File: src/rtl/shift_pkg.sv
// Shared definitions for the serial-to-parallel deserializer: FSM state
// encodings, the default word width and the bit-counter width helper.
package shift_pkg;

    // COLLECT: accepting serial bits. HOLD: a finished word waits in sr
    // because the output buffer is still occupied.
    typedef enum logic [0:0] {
        COLLECT = 1'b0,
        HOLD    = 1'b1
    } state_t;

    localparam int unsigned N_DEFAULT = 32'd4;

    // Counter width is ceil(log2(width)); kept at least one bit wide so the
    // counter vector is always legal.
    function automatic int unsigned cnt_width(input int unsigned width);
        if (width < 32'd2) begin
            return 32'd1;
        end else begin
            return $clog2(width);
        end
    endfunction

    localparam int unsigned CNT_W_DEFAULT = cnt_width(N_DEFAULT);

endpackage

File: src/rtl/deser_out_buf.sv
// One-entry output buffer with valid/ready handshake. A load always wins
// over a drain in the same cycle, so a word handed over while the previous
// one leaves keeps o_valid high without a bubble.
module deser_out_buf
    import shift_pkg::*;
#(
    parameter int n = 4
) (
    input  logic         clk,
    input  logic         rst,
    input  logic         i_load,
    input  logic [n-1:0] i_data,
    input  logic         i_ready,
    output logic [n-1:0] o_data,
    output logic         o_valid
);

    logic [n-1:0] r_data;
    logic         r_valid;

    // Buffer register: load a completed word, or clear valid once consumed.
    always_ff @(posedge clk or posedge rst) begin
        if (rst) begin
            r_data  <= {n{1'b0}};
            r_valid <= 1'b0;
        end else if (i_load) begin
            r_data  <= i_data;
            r_valid <= 1'b1;
        end else if (r_valid && i_ready) begin
            r_valid <= 1'b0;
        end else begin
            r_valid <= r_valid;
        end
    end

    assign o_data  = r_data;
    assign o_valid = r_valid;

endmodule

File: src/rtl/shift_deserializer.sv
// Serial-to-parallel deserializer. Bits are shifted into sr under a
// valid/ready handshake; a finished word moves to a one-entry output buffer,
// or waits in sr (HOLD) while the buffer is still occupied, back-pressuring
// the serial side until the consumer drains the buffer.
module shift_deserializer
    import shift_pkg::*;
#(
    parameter int n = 4
) (
    input  logic         clk,
    input  logic         rst,
    input  logic         sin,
    input  logic         sin_valid,
    output logic         sin_ready,
    input  logic         msb_first,
    input  logic         frame_clr,
    output logic [n-1:0] out,
    output logic         out_valid,
    input  logic         out_ready,
    output logic         busy
);

    localparam int unsigned    CW       = cnt_width(n);
    localparam logic [CW-1:0]  CNT_LAST = CW'(n - 1);
    localparam logic [CW-1:0]  CNT_ZERO = {CW{1'b0}};
    localparam logic [CW-1:0]  CNT_ONE  = CW'(1);

    state_t        r_state;
    logic [n-1:0]  r_sr;
    logic [CW-1:0] r_cnt;
    logic          r_dir;

    logic          w_accept;
    logic          w_first;
    logic          w_dir_eff;
    logic [n-1:0]  w_sr_shift;
    logic          w_complete;
    logic          w_drain;
    logic          w_load;
    logic [n-1:0]  w_load_data;
    logic          w_out_valid;

    // Handshake decode, next shift value and buffer-load decision.
    always_comb begin
        w_accept    = sin_valid && (r_state == COLLECT);
        w_first     = (r_cnt == CNT_ZERO);
        // The direction is sampled on the first bit and frozen for the word.
        w_dir_eff   = w_first ? msb_first : r_dir;
        w_sr_shift  = w_dir_eff ? {r_sr[n-2:0], sin} : {sin, r_sr[n-1:1]};
        w_complete  = w_accept && (r_cnt == CNT_LAST);
        w_drain     = w_out_valid && out_ready;
        w_load      = 1'b0;
        w_load_data = r_sr;
        if (frame_clr) begin
            // Abort never feeds the buffer; a held word is thrown away.
            w_load = 1'b0;
        end else if (r_state == HOLD) begin
            w_load      = w_drain;
            w_load_data = r_sr;
        end else if (w_complete) begin
            w_load      = !w_out_valid || w_drain;
            w_load_data = w_sr_shift;
        end else begin
            w_load = 1'b0;
        end
    end

    // Collection FSM with shift register, bit counter and direction latch.
    always_ff @(posedge clk or posedge rst) begin
        if (rst) begin
            r_state <= COLLECT;
            r_sr    <= {n{1'b0}};
            r_cnt   <= CNT_ZERO;
            r_dir   <= 1'b1;
        end else if (frame_clr) begin
            r_state <= COLLECT;
            r_sr    <= {n{1'b0}};
            r_cnt   <= CNT_ZERO;
        end else begin
            case (r_state)
                COLLECT: begin
                    if (w_accept) begin
                        if (w_first) begin
                            r_dir <= msb_first;
                        end
                        if (w_complete) begin
                            r_cnt <= CNT_ZERO;
                            if (w_load) begin
                                r_sr <= {n{1'b0}};
                            end else begin
                                // Buffer busy: park the finished word in sr.
                                r_sr    <= w_sr_shift;
                                r_state <= HOLD;
                            end
                        end else begin
                            r_sr  <= w_sr_shift;
                            r_cnt <= r_cnt + CNT_ONE;
                        end
                    end
                end
                HOLD: begin
                    if (w_drain) begin
                        r_sr    <= {n{1'b0}};
                        r_state <= COLLECT;
                    end
                end
                default: begin
                    r_state <= COLLECT;
                    r_sr    <= {n{1'b0}};
                    r_cnt   <= CNT_ZERO;
                end
            endcase
        end
    end

    deser_out_buf #(
        .n(n)
    ) u_out_buf (
        .clk    (clk),
        .rst    (rst),
        .i_load (w_load),
        .i_data (w_load_data),
        .i_ready(out_ready),
        .o_data (out),
        .o_valid(w_out_valid)
    );

    assign out_valid = w_out_valid;
    assign sin_ready = (r_state == COLLECT);
    assign busy      = (r_cnt != CNT_ZERO) || (r_state == HOLD);

endmodule
File: config.mk
export PLATFORM = sky130hd
export DESIGN_NAME = shift_deserializer
export DESIGN_NICKNAME = d
export VERILOG_FILES = /design/src/rtl/shift_pkg.sv /design/src/rtl/deser_out_buf.sv /design/src/rtl/shift_deserializer.sv
export SDC_FILE = /design/constraint.sdc
export NUM_CORES = 1
export LEC_CHECK = 0
export CORE_UTILIZATION = 43
export CTS_CLUSTER_DIAMETER = 80
export DETAILED_ROUTE_END_ITERATION = 8
export PLACE_DENSITY_LB_ADDON = 0.2
export SETUP_SLACK_MARGIN = 0.15
export SYNTH_ARGS = -nofsm -noshare
export SYNTH_HDL_FRONTEND = slang
export SYNTH_SLANG_ARGS = --single-unit
File: constraint.sdc
create_clock -name clk -period 1.8 [get_ports clk]
set_input_delay 0.54 -clock clk [delete_from_list [all_inputs] [get_ports clk]]
set_output_delay 0.54 -clock clk [all_outputs]
set_load 0.01 [all_outputs]
; ---- Yosys cells after proc, flatten, opt, wreduce, memory -nomap -nowiden
; Cells that the tools add are included.
; Widths: inputs -> output; s select.
[word_totals]
reg_bits = 13
latchBits = 0
mem_bits_rw = 0
romBits = 0
inputBits = 7
output_inout_bits = 7
elab_cells = 52
mem_count = 0
[op_classes]
addsub = 1
multipliers = 0
div = 0
magnitude_cmp = 0
eq_ne = 4
n_shift = 0
muxes = 26
bitwise_logic = 2
n_reduce_logical = 13
[op_table]
columns = op, n
row1 = $mux 4, 9
row2 = $mux 1, 11
row3 = $mux 2, 4
row4 = $pmux 4 s2, 1
row5 = $reduce_bool 2->1, 3
row6 = $reduce_and 2->1, 2
row7 = $logic_and 1x1->1, 3
row8 = $ne 3x1->1 const B, 1
row9 = $ne 3x2->1 const B, 1
row10 = $reduce_and 3->1, 1
row11 = $add 2x1->2 const B, 1
row12 = $eq 2x2->1 const B, 1
row13 = $logic_not 2->1, 1
row14 = $logic_or 1x1->1, 2
row15 = $ne 2x2->1 const B, 1
row16 = $not 1->1, 2
row17 = $pmux 1 s2, 1
row18 = $logic_not 1->1, 1

; ---- Longest topological paths before layout
; Gate-level depths: netlist (run 1).
[logic_depth]
depth_word = 11
mapped_depth = 6

; ---- Hierarchy
; Synthesis (run 1) repeated with hierarchy kept, for this count alone.
[unflattened]
hier_cells = 63
area_unflattened_um2 = 690.7
[modules_own_cells]
columns = mod, instances, cells_per_inst, area_each_um2, seq_area_each_um2
row1 = shift_deserializer, 1, 51, 504.2, 201.4
row2 = deser_out_buf, 1, 12, 186.4, 125.1

; ---- Worst setup path before layout (run 1)
; No wires, ideal clock.
[synth_timing]
path_type = register to register
from = reg r_cnt[0]
to = reg u_out_buf.r_data[3], in the netlist u_out_buf.o_data[3]
t_arrival_ns = 1.527
path_slack_ns = 0.148
path_stages_with_launch = 7
path_cell_list = dfrtp_1 inv_1 ha_1 mux2i_4 mux2i_1 a21oi_1 mux2_2
[synth_via]
elab_chain_len = 6
elab_cells_between_ends = 11
classes_between = eq/ne (1) / mux (8) / reduce/logical (2)
[synth_lines]
columns = item, line_no
row1 = from (decl), shift_deserializer.sv:30  ; logic [CW-1:0] r_cnt;
row2 = from (signal assigned), shift_deserializer.sv:97  ; r_cnt <= r_cnt + CNT_ONE;
row3 = $logic_not 2->1, shift_deserializer.sv:46  ; w_first = (r_cnt == CNT_ZERO);
row4 = $mux 1, n/a
row5 = $mux 4, shift_deserializer.sv:49  ; w_sr_shift = w_dir_eff ? {r_sr[n-2:0], sin} : {sin, r_sr[n-1:1]};
row6 = $mux 4, shift_deserializer.sv:60  ; end else if (w_complete) begin
row7 = $mux 4, shift_deserializer.sv:57  ; end else if (r_state == HOLD) begin
row8 = $mux 4, shift_deserializer.sv:54  ; if (frame_clr) begin
row9 = to (signal assigned), deser_out_buf.sv:24  ; r_data <= {n{1'b0}};
row10 = to (signal assigned), deser_out_buf.sv:27  ; r_data <= i_data;
row11 = to (decl), deser_out_buf.sv:18  ; logic [n-1:0] r_data;
; Parallel ways exist; a longest one is shown, timed or not.
; A chain may end at the register's enable or synchronous reset.

; ---- Final worst setup path (run 1)
[layout_timing]
from = reg r_cnt[1]
to = reg u_out_buf.r_data[0], in the netlist u_out_buf.o_data[0]
; The elaborated chain is that of the path after synthesis.

==> results of run 1 <==
==> cells in the final DEF (no fill, tap or decap), drive strengths merged, types with 2 or more instances in the layout <==
cell type,count
nand2,10
buf,17
o21ai,5
clkdlybuf4s50,4
dlygate4sd2,7
clkbuf,5
mux2i,5
mux2,4
nor2,8
dfrtp,12
ha,2
inv,4
a21oi,6
==> state kept, by name (all words and copies together) (netlist names) <==
signal             count
r_cnt                  2
r_state                1
r_dir                  1
u_out_buf.o_data       4
u_out_buf.o_valid      1
r_sr                   4
==> per-stage QoR <==
step | power [mW] | instance area (um2) | utilization | setup WS (ps)
2_1_floorplan | 0.402 | 676 | - | 172
5_1_grt | 0.705 | 1000 | 0.723 | -17.3
6_report | 0.676 | 1000 | 0.723 | 48.2
3_3_place_gp | 0.456 | 872 | 0.631 | -196
3_5_place_dp | 0.458 | 872 | 0.631 | -199
4_1_cts | 0.655 | 953 | 0.690 | 34.9
==> how the worst max path moves through the flow <==
stage | endpoint | cells past startpoint
floorplan | u_out_buf.o_data[3] | 6
global placement | u_out_buf.o_data[0] | 5
detailed placement | u_out_buf.o_data[0] | 5
CTS | busy | 4
global route | u_out_buf.o_data[1] | 6
finish | u_out_buf.o_data[0] | 6
==> worst max-delay path, delay by kind of cell, from the launching register on <==
kind / cells / cell delay, ps
adder cells (fa/ha/maj): 1 / 150
multiplexers: 3 / 910
buffers and inverters: 1 / 90
AO/OA/AOI/OAI: 1 / 90
flip-flops: 1 / 400
==> final cells by class <==
| type | count | area (um2) | share of cell area |
|---|---|---|---|
| inverter | 4 | 15.0 | 0.0150 |
| tap | 15 | 18.8 | 0.0188 |
| clock buffer | 4 | 26.3 | 0.0263 |
| multi-input combinational | 49 | 363 | 0.363 |
| timing repair buffer | 30 | 250 | 0.250 |
| sequential | 13 | 327 | 0.327 |
==> where the power goes <==
part | leakage (nW) | internal [mW] | switching, mW
sequential | 0.176 | 0.311 | 0.0126
combinational | 0.301 | 0.0983 | 0.0722
clock | 0.0150 | 0.0859 | 0.0961
total | 0.492 | 0.495 | 0.181
==> kinds of logic after synthesis <==
kind of cell	share of synthesized area
buffers and inverters	0.0297
DFF	0.485
and+or+nand+nor	0.167
adders and majority gates	0.0372
xor gates and xnor gates	0.0130
muxes	0.160
AOI/OAI and AO/OA	0.108
==> timing repair <==
item | 4_1_cts | 5_1_grt
endpoints found under the setup margin | 11 | 9
pin swaps | 3 | 3
resized for setup | 12 | 9
hold endpoints to repair | 0 | 0
buffers inserted | 7 | 3
==> routing by layer <==
layer,wire length [um],vias to the layer above,track usage
met1,725,255,0.249
met2,641,15,0.300
met3,51,5,0.0261
met4,35,0,0.116
met5,0,-,0
li1,-,300,-
==> flow_summary.ini, run 1 <==
[sta]
min_period_ps = 1750
slew_headroom = 0.662
timing_worst_slew_pin_value_ps = 506
final_min_period_over_clock_period = 0.973
final-max-slew-violation-count = 0
worst_hold_slack_across_all_endpoints_ps = 506
setup_viol = 0
rsz_0062_raised_after_global_routing = yes
finalSetupTns_ps = 0
number_of_hold_violations_in_the_final_report = 0
clock-skew-final_ps = 6.20
max_freq_ghz = 0.571

[logic_synthesis]
postSynthCellCount = 67
yosys_register_bits = 13
yosysWarningCount = 0
yosys.cell_count.top_type = sky130_fd_sc_hd__dfrtp_1
mappedNetlistNets = 76
synth.yosys.seq_area_share = 0.485
post_synth_main_area_contributors = sky130_fd_sc_hd__dfrtp_1 45%, sky130_fd_sc_hd__mux2_2 6.7%, sky130_fd_sc_hd__mux2i_1 5.9%
synth.largest_area_cell = sky130_fd_sc_hd__dfrtp_1
synth_async_sr_flop_share = 1.00
synth_area_um2 = 673
per_instance_average_area_after_synthesis_um2 = 10.0
synth_enable_flop_cells = 0
synth_largest_type_area_fraction = 0.446
yosys.cell_types.count = 21
ys.flop_type = sky130_fd_sc_hd__dfrtp_1
netlist_top_cells_count = 12 x sky130_fd_sc_hd__dfrtp_1, 10 x sky130_fd_sc_hd__nand2_1, 8 x sky130_fd_sc_hd__nor2_1, 6 x sky130_fd_sc_hd__a21oi_1, 5 x sky130_fd_sc_hd__o21ai_0

[setup_path]
worst_r2r_startpoint = r_cnt[1]
critical_path.max_fanout = 5
setup_slack_of_the_worst_register_to_register_path_ps = 50
worst_setup_end_kind = register
critical_path.startpoint = r_cnt[1]
timing.critical_path.cells = inv_2, ha_4, mux2i_4, mux2i_2, a21oi_1, mux2_2
worstRegToRegCells = 6
r2r-end = u_out_buf.o_data[0]
critPathSlowestCell = sky130_fd_sc_hd__dfrtp_1
critPathLaunchType = register
crit_path_class = register to register
cp_data_required_time_ps = 1960
cp_slowest_stage_delay_ps = 400
critical_path_arrival_ps = 1910

[run]
drv.max_cap_violation_count = 0

[clock_tree]
cts.sink_count = 13
clock_latency_ps = 280
ctsRootBufferMaster = sky130_fd_sc_hd__clkbuf_4
clkTransAtPathRegs_ps = 80
cts_hold_buffers = 0
ctsHtreeMaxLevel = 1
clock_path_buffers = 2
tritoncts = yes
tritoncts.num_buffers = 3

[die]
floorplan.die_area_mm2 = 0.00173
design.core.area_mm2 = 0.00138
height_of_the_die_um = 41.6
cell_row_count = 13
die-width_um = 41.6
io_pins = 14
start_util = 0.487

[route]
detail-route-antenna-nets = 0
wire_per_inst_um = 12.6
totalWireLength_um = 1450
dr_total_vias = 575
final_routed_drc_violation_total = 0
viasPerCell = 5.00
first_pass_iters = 4
detail_route.iter0.violations = 9

[power_and_ir_drop]
leakagePower_nw = 0.492
p_per_area_mw_per_mm2 = 676
vdd_drop_max_uv = 315

[final_layout]
final_cells = 115
finalNetCount = 110
fraction_of_final_layout_cells_with_drive_strength_greater_than_1 = 0.350
final.fill_count = 110
antenna_cells_inserted = 0
syn2layout_area_growth_pct = 48.5

[global_routing]
first_global_vias = 585
grt_antenna_before_repair = 0
overflow = 0
grt_pass1_wl_um = 2470
grt_use_total = 0.191
grt_max_degree = 14

[hold_path]
min_path_type = register to register
min_delay_worst_endpoint = u_out_buf.o_data[1]
min_path_cells = 1
hp-start = u_out_buf.o_data[1]

[status]
status = finished, final reports clean

[placed_design]
numPlacedInstances = 101
dpl.hpwl_um = 948
place.gp.congestion = 0.777
numPortBuffers = 13
Power figures use the tool's default switching activity.
==> inputs of run 2 (changes only) <==
--- a/config.mk
+++ b/config.mk
@@ -7,6 +7,7 @@
 export LEC_CHECK = 0
 export CORE_UTILIZATION = 43
 export CTS_CLUSTER_DIAMETER = 80
+export CTS_CLUSTER_SIZE = 12
 export DETAILED_ROUTE_END_ITERATION = 8
 export PLACE_DENSITY_LB_ADDON = 0.2
 export SETUP_SLACK_MARGIN = 0.15
==> results of run 2 <==
No change in the layout: final DEF, timing and power equal those of run 1.
==> inputs of run 3 (changes only) <==
--- a/config.mk
+++ b/config.mk
@@ -5,7 +5,9 @@
 export SDC_FILE = /design/constraint.sdc
 export NUM_CORES = 1
 export LEC_CHECK = 0
-export CORE_UTILIZATION = 43
+export ABC_AREA = 0
+export CORE_MARGIN = 3
+export CORE_UTILIZATION = 45
 export CTS_CLUSTER_DIAMETER = 80
 export CTS_CLUSTER_SIZE = 12
 export DETAILED_ROUTE_END_ITERATION = 8
==> constraint.sdc (replaced) <==
create_clock -name clk -period 2.1 [get_ports clk]
set_input_delay 0.63 -clock clk [delete_from_list [all_inputs] [get_ports clk]]
set_output_delay 0.63 -clock clk [all_outputs]
set_load 0.01 [all_outputs]
==> run 3 against run 2 <==
Effect of this change: die area rose by 16%; global-route usage fell by 3.3 points; via count fell by 6.3%; critical path depth fell by 5; non-clock buffer count fell by 11; design area fell by 9.8%; first-iteration DRC count rose by 11%; hold slack improved by 9.6 ps; largest power group unchanged.
==> flow_summary.ini, run 3 (synthesis results as in run 1) <==
[status]
status = finished, final reports clean

[final_layout]
finalNetCount = 99
antenna_cells_inserted = 0
fraction_of_final_layout_cells_with_drive_strength_greater_than_1 = 0.191
final_cell_mix = 12 x sky130_fd_sc_hd__dfrtp_1, 11 x sky130_fd_sc_hd__clkdlybuf4s50_1, 10 x sky130_fd_sc_hd__nand2_1
multi_input_logic_area_um2 = 339
syn2layout_area_growth_pct = 34.0
seqCellArea_um2 = 327
final_cells = 104
most_common_cell_after_layout_fill_and_taps_aside = sky130_fd_sc_hd__dfrtp_1
final.fill_count = 114

[route]
wire_per_inst_um = 13.6
detail_route.iter0.violations = 10
viasPerCell = 5.18
detail-route-antenna-nets = 0
dr_total_vias = 539
first_pass_iters = 4
totalWireLength_um = 1420
final_routed_drc_violation_total = 0

[die]
design.core.area_mm2 = 0.00135
height_of_the_die_um = 44.7
die-width_um = 44.7
cell_row_count = 13
start_util = 0.499
floorplan.die_area_mm2 = 0.00200
io_pins = 14

[placed_design]
dpl.hpwl_um = 994
place.gp.congestion = 0.706
numPortBuffers = 13
placement.setup.worst_slack_ps = -19.5
numPlacedInstances = 98

[setup_path]
cp_data_required_time_ps = 1470
critPathLaunchType = register
setup_slack_of_the_worst_register_to_register_path_ps = 370
critical_path_arrival_ps = 1270
cp_slowest_stage_delay_ps = 570
critical_path.max_fanout = 6
worst_setup_end_kind = output port
timing.critical_path.cells = clkdlybuf4s50_1
timing.critical_path.max_delay_family = buffers and inverters
critical_path.n_buffers_inverters = 1
worstRegToRegCells = 6
worst_r2r_startpoint = r_cnt[1]
critPathSlowestCell = sky130_fd_sc_hd__clkdlybuf4s50_1
r2r-end = u_out_buf.o_data[1]
crit_path_class = register to output port

[sta]
worst_hold_slack_across_all_endpoints_ps = 515
clock-skew-final_ps = 1.98
timing_worst_slew_pin_value_ps = 498
final-max-slew-violation-count = 0
setup_viol = 0
slew_headroom = 0.667
number_of_hold_violations_in_the_final_report = 0
setup_slack_ps = 200
min_period_ps = 1900
rsz_0062_raised_after_global_routing = no
finalSetupTns_ps = 0
max_freq_ghz = 0.526
final_min_period_over_clock_period = 0.905

[power_and_ir_drop]
p_per_area_mw_per_mm2 = 605
vdd_drop_max_uv = 397
leakagePower_nw = 0.416
total_power_uw = 546

[global_routing]
overflow = 0
grt_pass1_wl_um = 2260
first_global_vias = 498
grt_antenna_before_repair = 0
grt_max_degree = 14
grt_use_total = 0.158

[clock_tree]
ctsHtreeMaxLevel = 1
clkTransAtPathRegs_ps = 80
ctsRootBufferMaster = sky130_fd_sc_hd__clkbuf_4
clock_path_buffers = 2
cts.sink_count = 13
tritoncts = yes
tritoncts.num_buffers = 3
clock_latency_ps = 270

[hold_path]
min_path_type = register to register
min_delay_worst_endpoint = u_out_buf.o_data[2]
hp-start = u_out_buf.o_data[2]
min_path_cells = 1

[run]
drv.max_cap_violation_count = 0
run 3: cell types whose count changed in the layout (fill, tap and decap cells not counted), moves of 2 or more:
| cell | delta |
|---|---|
| sky130_fd_sc_hd__inv_2 | -2 |
| sky130_fd_sc_hd__buf_4 | -10 |
| sky130_fd_sc_hd__dlygate4sd2_1 | -6 |
| sky130_fd_sc_hd__mux2i_2 | -3 |
| sky130_fd_sc_hd__inv_1 | +2 |
| sky130_fd_sc_hd__clkdlybuf4s50_1 | +7 |
| sky130_fd_sc_hd__mux2i_1 | +3 |
run 3: through the flow:
step           cell area (um2)  utilization
2_1_floorplan              673            -
3_3_place_gp               847        0.627
3_5_place_dp               847        0.627
4_1_cts                    900        0.666
5_1_grt                    902        0.668
6_report                   902        0.668
run 3: repair_timing:
item / in CTS / in global routing
buffers inserted: 2 / 0
gates resized for setup: 3 / 1
setup endpoints to repair: 2 / 1
hold buffers: 0 / 0
run 3: routing by layer:
| layer | track usage | vias up | share of wire |
|---|---|---|---|
| met3 | 0.0488 | 2 | 0.046 |
| met1 | 0.212 | 253 | 0.49 |
| li1 | - | 274 | - |
| met5 | 0 | - | 0 |
| met2 | 0.232 | 10 | 0.45 |
| met4 | 0.0723 | 0 | 0.0071 |
run 3: final cells by class:
| cell class | instances | area share |
|---|---|---|
| Clock buffer | 4 | 0.0291 |
| Multi-Input combinational cell | 49 | 0.376 |
| Inverter | 4 | 0.0166 |
| Tap cell | 15 | 0.0208 |
| Sequential cell | 13 | 0.362 |
| Timing Repair Buffer | 19 | 0.196 |
run 3: worst max-delay path by stage:
stage,from,to,slack (ps),cells past startpoint
CTS,r_state,sin_ready,160,2
finish,u_out_buf.o_valid,out_valid,200,1
global route,u_out_buf.o_valid,out_valid,160,1
global placement,msb_first,u_out_buf.o_data[1],40,5
detailed placement,msb_first,u_out_buf.o_data[1],-20,5
floorplan,r_cnt[0],u_out_buf.o_data[3],450,6
run 3: report_power, final:
part           internal [mW]  total [mW]  leakage (nW)  switching [mW]
Sequential             0.267       0.278         0.176          0.0111
Combinational         0.0621       0.114         0.226          0.0516
Clock                 0.0735       0.155        0.0150          0.0811
Total                  0.402       0.546         0.416           0.144
